## config.mk

```make
export PLATFORM = sky130hd
export DESIGN_NAME = instruction_fetcher_flat
export DESIGN_NICKNAME = d
export VERILOG_FILES = /design/src/rtl/instruction_fetcher_if.sv /design/src/rtl/instruction_fetcher.sv /design/src/flat_wrapper.sv
export SDC_FILE = /design/constraint.sdc
export NUM_CORES = 1
export LEC_CHECK = 0
export ABC_CLOCK_PERIOD_IN_PS = 13200
export CAP_MARGIN = 10
export CORE_UTILIZATION = 29
export DETAILED_ROUTE_END_ITERATION = 6
export PLACE_DENSITY = 0.53
export SETUP_SLACK_MARGIN = 0.5
export SYNTH_ARGS = -nofsm -noshare
export SYNTH_HDL_FRONTEND = slang
export SYNTH_SLANG_ARGS = --single-unit
```

## constraint.sdc

```tcl
create_clock -name clk -period 13.2 [get_ports clk]
set_input_delay 2.64 -clock clk [delete_from_list [all_inputs] [get_ports clk]]
set_output_delay 2.64 -clock clk [all_outputs]
set_load 0.05 [all_outputs]
```

## src/rtl/instruction_fetcher_if.sv

```systemverilog
`default_nettype none
// ============================================================================
// Module : instruction_fetcher_if
// Brief  : Icache and dispatcher handshake bundle of the instruction fetcher.
//          master = fetcher side, slave = icache/dispatcher side.
// Rev    : 1.0 - initial release
// ============================================================================
interface instruction_fetcher_if;
  // icache side
  logic        icache_req;
  logic [31:0] icache_addr;
  logic        icache_valid;
  logic [31:0] icache_data;
  // dispatcher side
  logic        req_from_dispatcher;
  logic        enable_to_dispatcher;
  logic [31:0] pc_to_dispatcher;
  logic [31:0] ins_to_dispatcher;
  logic [31:0] pred_pc_to_dispatcher;
  logic        predict_jump_to_dispatcher;

  modport master (
    output icache_req, icache_addr,
    input  icache_valid, icache_data,
    input  req_from_dispatcher,
    output enable_to_dispatcher, pc_to_dispatcher, ins_to_dispatcher,
    output pred_pc_to_dispatcher, predict_jump_to_dispatcher
  );

  modport slave (
    input  icache_req, icache_addr,
    output icache_valid, icache_data,
    output req_from_dispatcher,
    input  enable_to_dispatcher, pc_to_dispatcher, ins_to_dispatcher,
    input  pred_pc_to_dispatcher, predict_jump_to_dispatcher
  );
endinterface
`default_nettype wire

```

## src/rtl/instruction_fetcher.sv

```systemverilog
`default_nettype none
// ============================================================================
// Module : instruction_fetcher
// Brief  : Fetches one instruction at a time from the icache, predicts the
//          next PC statically (JAL taken, backward branch taken), buffers the
//          entries in a queue and hands one entry per dispatcher request.
//          A mispredict flushes the queue and redirects fetch.
// Rev    : 1.0 - initial release
// ============================================================================
module instruction_fetcher #(
  parameter int          IQ_DEPTH = 8,
  parameter logic [31:0] RESET_PC = 32'h0
) (
  input  wire logic        clk,
  input  wire logic        rst,          // asynchronous, active low
  input  wire logic        rdy,
  input  wire logic        mispredict,
  input  wire logic [31:0] correct_pc,
  instruction_fetcher_if.master bus
);

  localparam int                 c_PTR_W = $clog2(IQ_DEPTH);
  localparam int                 c_CNT_W = c_PTR_W + 1;
  localparam logic [c_CNT_W-1:0] c_DEPTH = c_CNT_W'(IQ_DEPTH);
  localparam logic [6:0]         c_OP_JAL    = 7'b1101111;
  localparam logic [6:0]         c_OP_BRANCH = 7'b1100011;

  typedef enum logic [1:0] {
    S_IDLE    = 2'd0,
    S_WAIT    = 2'd1,
    S_DISCARD = 2'd2
  } state_t;

  state_t             r_state;
  logic [31:0]        r_fetch_pc;
  logic [c_PTR_W-1:0] r_head;
  logic [c_PTR_W-1:0] r_tail;
  logic [c_CNT_W-1:0] r_count;
  logic               r_served;
  logic               r_icache_req;
  logic [31:0]        r_icache_addr;
  logic               r_enable;
  logic [31:0]        r_pc_out;
  logic [31:0]        r_ins_out;
  logic [31:0]        r_pred_out;
  logic               r_jump_out;

  logic [31:0] r_q_pc   [IQ_DEPTH];
  logic [31:0] r_q_ins  [IQ_DEPTH];
  logic [31:0] r_q_pred [IQ_DEPTH];
  logic        r_q_jump [IQ_DEPTH];

  logic [31:0] w_j_imm;
  logic [31:0] w_b_imm;
  logic [31:0] w_pred_pc;
  logic        w_pred_jump;
  logic        w_push;
  logic        w_issue;
  logic        w_wr;

  // Static next-PC prediction on the word currently returned by the icache
  always_comb begin
    w_j_imm = {{11{bus.icache_data[31]}}, bus.icache_data[31], bus.icache_data[19:12],
               bus.icache_data[20], bus.icache_data[30:21], 1'b0};
    w_b_imm = {{19{bus.icache_data[31]}}, bus.icache_data[31], bus.icache_data[7],
               bus.icache_data[30:25], bus.icache_data[11:8], 1'b0};
    w_pred_pc   = r_fetch_pc + 32'd4;
    w_pred_jump = 1'b0;
    if (bus.icache_data[6:0] == c_OP_JAL) begin
      w_pred_pc   = r_fetch_pc + w_j_imm;
      w_pred_jump = 1'b1;
    end else if (bus.icache_data[6:0] == c_OP_BRANCH && bus.icache_data[31]) begin
      // imm[12] set means a backward branch, predicted taken
      w_pred_pc   = r_fetch_pc + w_b_imm;
      w_pred_jump = 1'b1;
    end
  end

  // A response lands in the queue only in WAIT on a normal (unflushed, ready) cycle
  assign w_push  = (r_state == S_WAIT) && bus.icache_valid;
  assign w_issue = bus.req_from_dispatcher && !r_served && (r_count != '0);
  assign w_wr    = w_push && rdy && !mispredict;

  // Queue storage write; contents are qualified by the pointers, so no reset needed
  always_ff @(posedge clk) begin
    if (w_wr) begin
      r_q_pc[r_tail]   <= r_fetch_pc;
      r_q_ins[r_tail]  <= bus.icache_data;
      r_q_pred[r_tail] <= w_pred_pc;
      r_q_jump[r_tail] <= w_pred_jump;
    end
  end

  // Fetch FSM, queue pointers and dispatcher handshake
  always_ff @(posedge clk or negedge rst) begin
    if (!rst) begin
      r_state       <= S_IDLE;
      r_fetch_pc    <= RESET_PC;
      r_head        <= '0;
      r_tail        <= '0;
      r_count       <= '0;
      r_served      <= 1'b0;
      r_icache_req  <= 1'b0;
      r_icache_addr <= 32'h0;
      r_enable      <= 1'b0;
      r_pc_out      <= 32'h0;
      r_ins_out     <= 32'h0;
      r_pred_out    <= 32'h0;
      r_jump_out    <= 1'b0;
    end else if (mispredict) begin
      // Flush: a response in this cycle is dropped; an outstanding one is
      // swallowed by DISCARD so it cannot be mistaken for the redirect fetch
      r_head       <= '0;
      r_tail       <= '0;
      r_count      <= '0;
      r_fetch_pc   <= correct_pc;
      r_enable     <= 1'b0;
      r_served     <= 1'b0;
      r_icache_req <= 1'b0;
      r_state      <= (r_state == S_WAIT && !bus.icache_valid) ? S_DISCARD : S_IDLE;
    end else if (rdy) begin
      case (r_state)
        S_IDLE: begin
          if (r_count < c_DEPTH) begin
            r_icache_req  <= 1'b1;
            r_icache_addr <= r_fetch_pc;
            r_state       <= S_WAIT;
          end
        end
        S_WAIT: begin
          if (bus.icache_valid) begin
            r_tail       <= r_tail + 1'b1;
            r_fetch_pc   <= w_pred_pc;
            r_icache_req <= 1'b0;
            r_state      <= S_IDLE;
          end
        end
        S_DISCARD: begin
          r_icache_req <= 1'b0;
          if (bus.icache_valid) begin
            r_state <= S_IDLE;
          end
        end
        default: begin
          r_icache_req <= 1'b0;
          r_state      <= S_IDLE;
        end
      endcase

      if (w_issue) begin
        r_enable   <= 1'b1;
        r_pc_out   <= r_q_pc[r_head];
        r_ins_out  <= r_q_ins[r_head];
        r_pred_out <= r_q_pred[r_head];
        r_jump_out <= r_q_jump[r_head];
        r_head     <= r_head + 1'b1;
        r_served   <= 1'b1;
      end else begin
        r_enable <= 1'b0;
        if (!bus.req_from_dispatcher) begin
          r_served <= 1'b0;
        end
      end

      r_count <= r_count + c_CNT_W'(w_push) - c_CNT_W'(w_issue);
    end
  end

  assign bus.icache_req                 = r_icache_req;
  assign bus.icache_addr                = r_icache_addr;
  assign bus.enable_to_dispatcher       = r_enable;
  assign bus.pc_to_dispatcher           = r_pc_out;
  assign bus.ins_to_dispatcher          = r_ins_out;
  assign bus.pred_pc_to_dispatcher      = r_pred_out;
  assign bus.predict_jump_to_dispatcher = r_jump_out;

endmodule
`default_nettype wire

```

## src/flat_wrapper.sv

```systemverilog
// flat-port wrapper written by rule: the top's interface ports become plain ports
module instruction_fetcher_flat 
#(
  parameter int          IQ_DEPTH = 8,
  parameter logic [31:0] RESET_PC = 32'h0
)
  (clk, rst, rdy, mispredict, correct_pc, bus_icache_req, bus_icache_addr, bus_icache_valid, bus_icache_data, bus_req_from_dispatcher, bus_enable_to_dispatcher, bus_pc_to_dispatcher, bus_ins_to_dispatcher, bus_pred_pc_to_dispatcher, bus_predict_jump_to_dispatcher);
  instruction_fetcher_if bus_i ();
  input  wire logic clk;
  input  wire logic rst;
  input  wire logic rdy;
  input  wire logic mispredict;
  input  wire logic [31:0] correct_pc;
  output wire logic [$bits(bus_i.icache_req)-1:0] bus_icache_req;
  output wire logic [$bits(bus_i.icache_addr)-1:0] bus_icache_addr;
  input wire logic [$bits(bus_i.icache_valid)-1:0] bus_icache_valid;
  input wire logic [$bits(bus_i.icache_data)-1:0] bus_icache_data;
  input wire logic [$bits(bus_i.req_from_dispatcher)-1:0] bus_req_from_dispatcher;
  output wire logic [$bits(bus_i.enable_to_dispatcher)-1:0] bus_enable_to_dispatcher;
  output wire logic [$bits(bus_i.pc_to_dispatcher)-1:0] bus_pc_to_dispatcher;
  output wire logic [$bits(bus_i.ins_to_dispatcher)-1:0] bus_ins_to_dispatcher;
  output wire logic [$bits(bus_i.pred_pc_to_dispatcher)-1:0] bus_pred_pc_to_dispatcher;
  output wire logic [$bits(bus_i.predict_jump_to_dispatcher)-1:0] bus_predict_jump_to_dispatcher;
  assign bus_icache_req = bus_i.icache_req;
  assign bus_icache_addr = bus_i.icache_addr;
  assign bus_i.icache_valid = bus_icache_valid;
  assign bus_i.icache_data = bus_icache_data;
  assign bus_i.req_from_dispatcher = bus_req_from_dispatcher;
  assign bus_enable_to_dispatcher = bus_i.enable_to_dispatcher;
  assign bus_pc_to_dispatcher = bus_i.pc_to_dispatcher;
  assign bus_ins_to_dispatcher = bus_i.ins_to_dispatcher;
  assign bus_pred_pc_to_dispatcher = bus_i.pred_pc_to_dispatcher;
  assign bus_predict_jump_to_dispatcher = bus_i.predict_jump_to_dispatcher;
  instruction_fetcher #(.IQ_DEPTH(IQ_DEPTH), .RESET_PC(RESET_PC)) u_core (.clk(clk), .rst(rst), .rdy(rdy), .mispredict(mispredict), .correct_pc(correct_pc), .bus(bus_i));
endmodule
```

==> results.md <==
* Status: completed
* Overall Power at slightly below 9 mW
* RSZ-0062 raised after global routing: no
* CTS Buf Count at 98
* Resized cells post-CTS at 0
* Total clock sinks at about 940
* Logic pwr share at 27.2%
* Top FF cell, synth: edfxtp_1
* HPWL Detailed at 68850 um
* Pint at around 5.9 mW
* Synthesized Nets at 2512
* Grt total ovfl at 0
* DRT Pass-1 Iters at 7
* Clock network fraction of total power at about 30%
* Yosys cell types at 81
* Footprint of the multi-input gates at 0.01167 mm2
* Drt wl/cell at 24.06 um
* Largest net degree at the start of global routing at 83
* Routability congestion estimate at roughly 0.92
* Row count at 135
* Synthesized flop and latch total at 943
* Final #Nets at 2737
* Worst-path clk slew at 0.06 ns
* Clock buffer depth at 3
* Die height at 371.9 um
* Slew headroom at 20.07%
* Fraction of layout cells with a size suffix above 1 at between 15 and 20%
* Pwr dens at 186.3 mW/mm2
* Drt total wl at 107800 um
* Slew Limit Fails at 0
* Max Fclk at 160.4 MHz
* Cell mode on critical path: buf_4
* Async S/R FF share, synth at a little under a fifth
* Part of the power in registers at 42.7%
* GRT Total Usage at between 10% and 20%
* CTS tree: yes
* Initial Utilization at 29.26%
* CP endpoint kind: flip-flop
* IO Pins at 201
* Max_cap viols at 0
* Peak supply drop at 0.0001433 V
* Initial DRC Count at 1763
* Die width at 371.9 um
* Post-synth EDFFs at about 770
* Crit path time final at 6.233 ns
* Fill cell count at 12870
* Skew final at 0.03231 ns
* Vias per cell at 4.930
* Synthesized cell area at 0.03969 mm2
* Die area at 0.1383 mm2
* Tightest Pin Transition at between 1 and 1.5 ns
* Critical path class: in2reg
* Clock root cell: clkbuf_16
* P&R area growth vs syn at 18.49%
* Final setup viols at 0
* Post-synthesis sequential area ratio at 69.14%
* Area occupied by registers at 0.02745 mm2
* Mean Syn Cell Area at between 15 and 20 um2
* Clk_lat worst skew at 0.72 ns
* Initial antenna violation count at 4
* NetSw at 2.899 mW
* Part of the cycle the worst path needs at 47.22%
* Post-DRT Antenna Nets at 0
* Synthesized netlist cell count at 2386
* Vias in the first global route at around 22000
* Port Buffer Count at 200
* First-pass GRT wire length at 156600 um
* Setup crit start kind: input port
* Placed cells at 4291
* # hold bufs at CTS at 0
* CP max stage cell: clkdlybuf4s50_1
* Fin Hold WS at 0.5001 ns
* Arr. time, crit path at approximately 6.6 ns
* Worst-path fanout max at 42
* Finished Layout Cells at 4480
* Worst path required time at 13.52 ns
* Pleak at about 15 nW
* HP Class: reg2reg
* DR vias at 22090
* Slowest stage delay, CP at 0.79 ns
* Ys Warns at 0
* Switching share of power at ~33%
* Core box area at 0.1356 mm2
* H-tree level count at 3
* Post-CTS setup buffer count at 0
* Final hold viol count at 0
* DRC at 0
* Worst-path cell chain: clkdlybuf4s50_1 -> nand2_2 -> nor2_1 -> buf_4 -> nand2_1 -> nor2_4 -> buf_4 -> buf_4
* Setup TNS at 0 ns
==> routing by layer <==
metal	global-route usage [%]	routed length, um	up-vias
li1	-	-	9896
met1	21.40	48870	11490
met2	24.85	50770	584
met3	3.375	6157	118
met4	3.901	1996	2
met5	0	12	-
==> power by group through the flow <==
stage                     Clock [mW]  Sequential (mW)  Combinational [mW]
after floorplan                    0             4.40               0.920
after global placement             0             3.80                2.40
after detailed placement           0             3.81                2.41
after CTS                       2.72             3.75                2.41
after global routing            2.83             3.78                2.54
final                           2.64             3.74                2.38
==> cell usage after synthesis, drive strengths merged (35+ instances only) <==
library cell  number  area, um2
mux2i            117       1175
dfrtp            175       4379
buf               42      173.9
clkbuf            91      341.6
mux2              35      394.1
mux4             192       4324
a21oi            171      870.8
o21ai             61      305.3
ha                53      663.1
edfxtp           768      23060
nand2             99      374.1
inv               38      142.6
nor2             162      608.1
==> area by class of cell <==
class | count | area share (%)
Sequential cell | 943 | 58.38
Tap cell | 1781 | 4.739
Antenna cell | 2 | 0.01064
Timing Repair Buffer | 258 | 5.183
Clock inverter | 29 | 0.5135
Inverter | 38 | 0.3033
Clock buffer | 157 | 6.050
Multi-Input combinational cell | 1272 | 24.82
==> critical path: cells and delay by family <==
family	cells	cell delay (ns)
AND/OR/NAND/NOR	4	1.54
buffers and inverters	4	2.31
==> placed cells by master, fill, tap and decap left out, drive strengths merged, types with 11 or more instances in the layout <==
| master | n |
|---|---|
| edfxtp | 768 |
| clkdlybuf4s50 | 198 |
| mux4 | 192 |
| dfrtp | 175 |
| a21oi | 171 |
| nor2 | 162 |
| clkbuf | 158 |
| mux2i | 117 |
| nand2 | 99 |
| o21ai | 61 |
| buf | 59 |
| ha | 53 |
| inv | 42 |
| mux2 | 35 |
| nand3 | 27 |
| xor2 | 27 |
| xnor2 | 27 |
| a21o | 27 |
| nor3 | 26 |
| nand4 | 22 |
| clkinv | 22 |
| a31oi | 21 |
| and3 | 16 |
| o211ai | 14 |
| nor2b | 13 |
| nand2b | 11 |
| a221o | 11 |
==> path summary, 6_finish.rpt <==
| kind | startpoint | endpoint | slack (ns) | cells past startpoint |
|---|---|---|---|---|
| setup / recovery | rdy | u_core.r_q_pred[7][24]$_DFFE_PP_ | 6.97 | 8 |
| hold / removal | u_core.r_state[1]$_DFFE_PN0P_ | u_core.r_state[1]$_DFFE_PN0P_ | 0.50 | 1 |
| setup reg to reg | u_core.r_fetch_pc[8]$_DFFE_PN0P_ | u_core.r_q_pred[7][29]$_DFFE_PP_ | 8.91 | 9 |
| hold reg to reg | u_core.r_state[1]$_DFFE_PN0P_ | u_core.r_state[1]$_DFFE_PN0P_ | 0.50 | 1 |
| max in group asynchronous | rst | u_core.r_head[1]$_DFFE_PN0P_ | 9.18 | 3 |
| min in group asynchronous | rst | u_core.bus.ins_to_dispatcher[7]$_DFFE_PN0P_ | 1.88 | 1 |
==> through the flow <==
stage / setup slack (ns) / util (%) / area (um2)
final: 6.967 / 34.67 / 47030
after global routing: 6.800 / 34.67 / 47020
after CTS: 6.952 / 34.66 / 47010
after detailed placement: 6.192 / 32.39 / 43930
after global placement: 6.260 / 32.39 / 43930
after floorplan: 2.350 / - / 39690
==> registers in the layout, summed over array words and instances (netlist names), 2 cells and up <==
signal and cells:
u_core.r_q_pc 250, u_core.r_state 2, u_core.bus.ins_to_dispatcher 32, u_core.r_q_pred 254
u_core.bus.pred_pc_to_dispatcher 31, u_core.r_fetch_pc 32, u_core.r_q_jump 8, u_core.r_q_ins 256
u_core.r_head 3, u_core.r_tail 3, u_core.bus.icache_addr 32, u_core.r_count 4
u_core.bus.pc_to_dispatcher 32
==> cell families (layout without fill, tap and decap cells) <==
family                   after synthesis  after routing  synth area share (%)
flip-flops                           943            943                 69.14
other                                  0              2                     0
adder cells (fa/ha/maj)               56             56                 1.822
AND/OR/NAND/NOR                      422            422                 4.972
AO/OA/AOI/OAI                        396            396                 6.365
buffers and inverters                171            482                 1.658
multiplexers                         344            344                 14.85
XOR/XNOR                              54             54                 1.192
No activity file was read; power rests on OpenSTA's default activity.
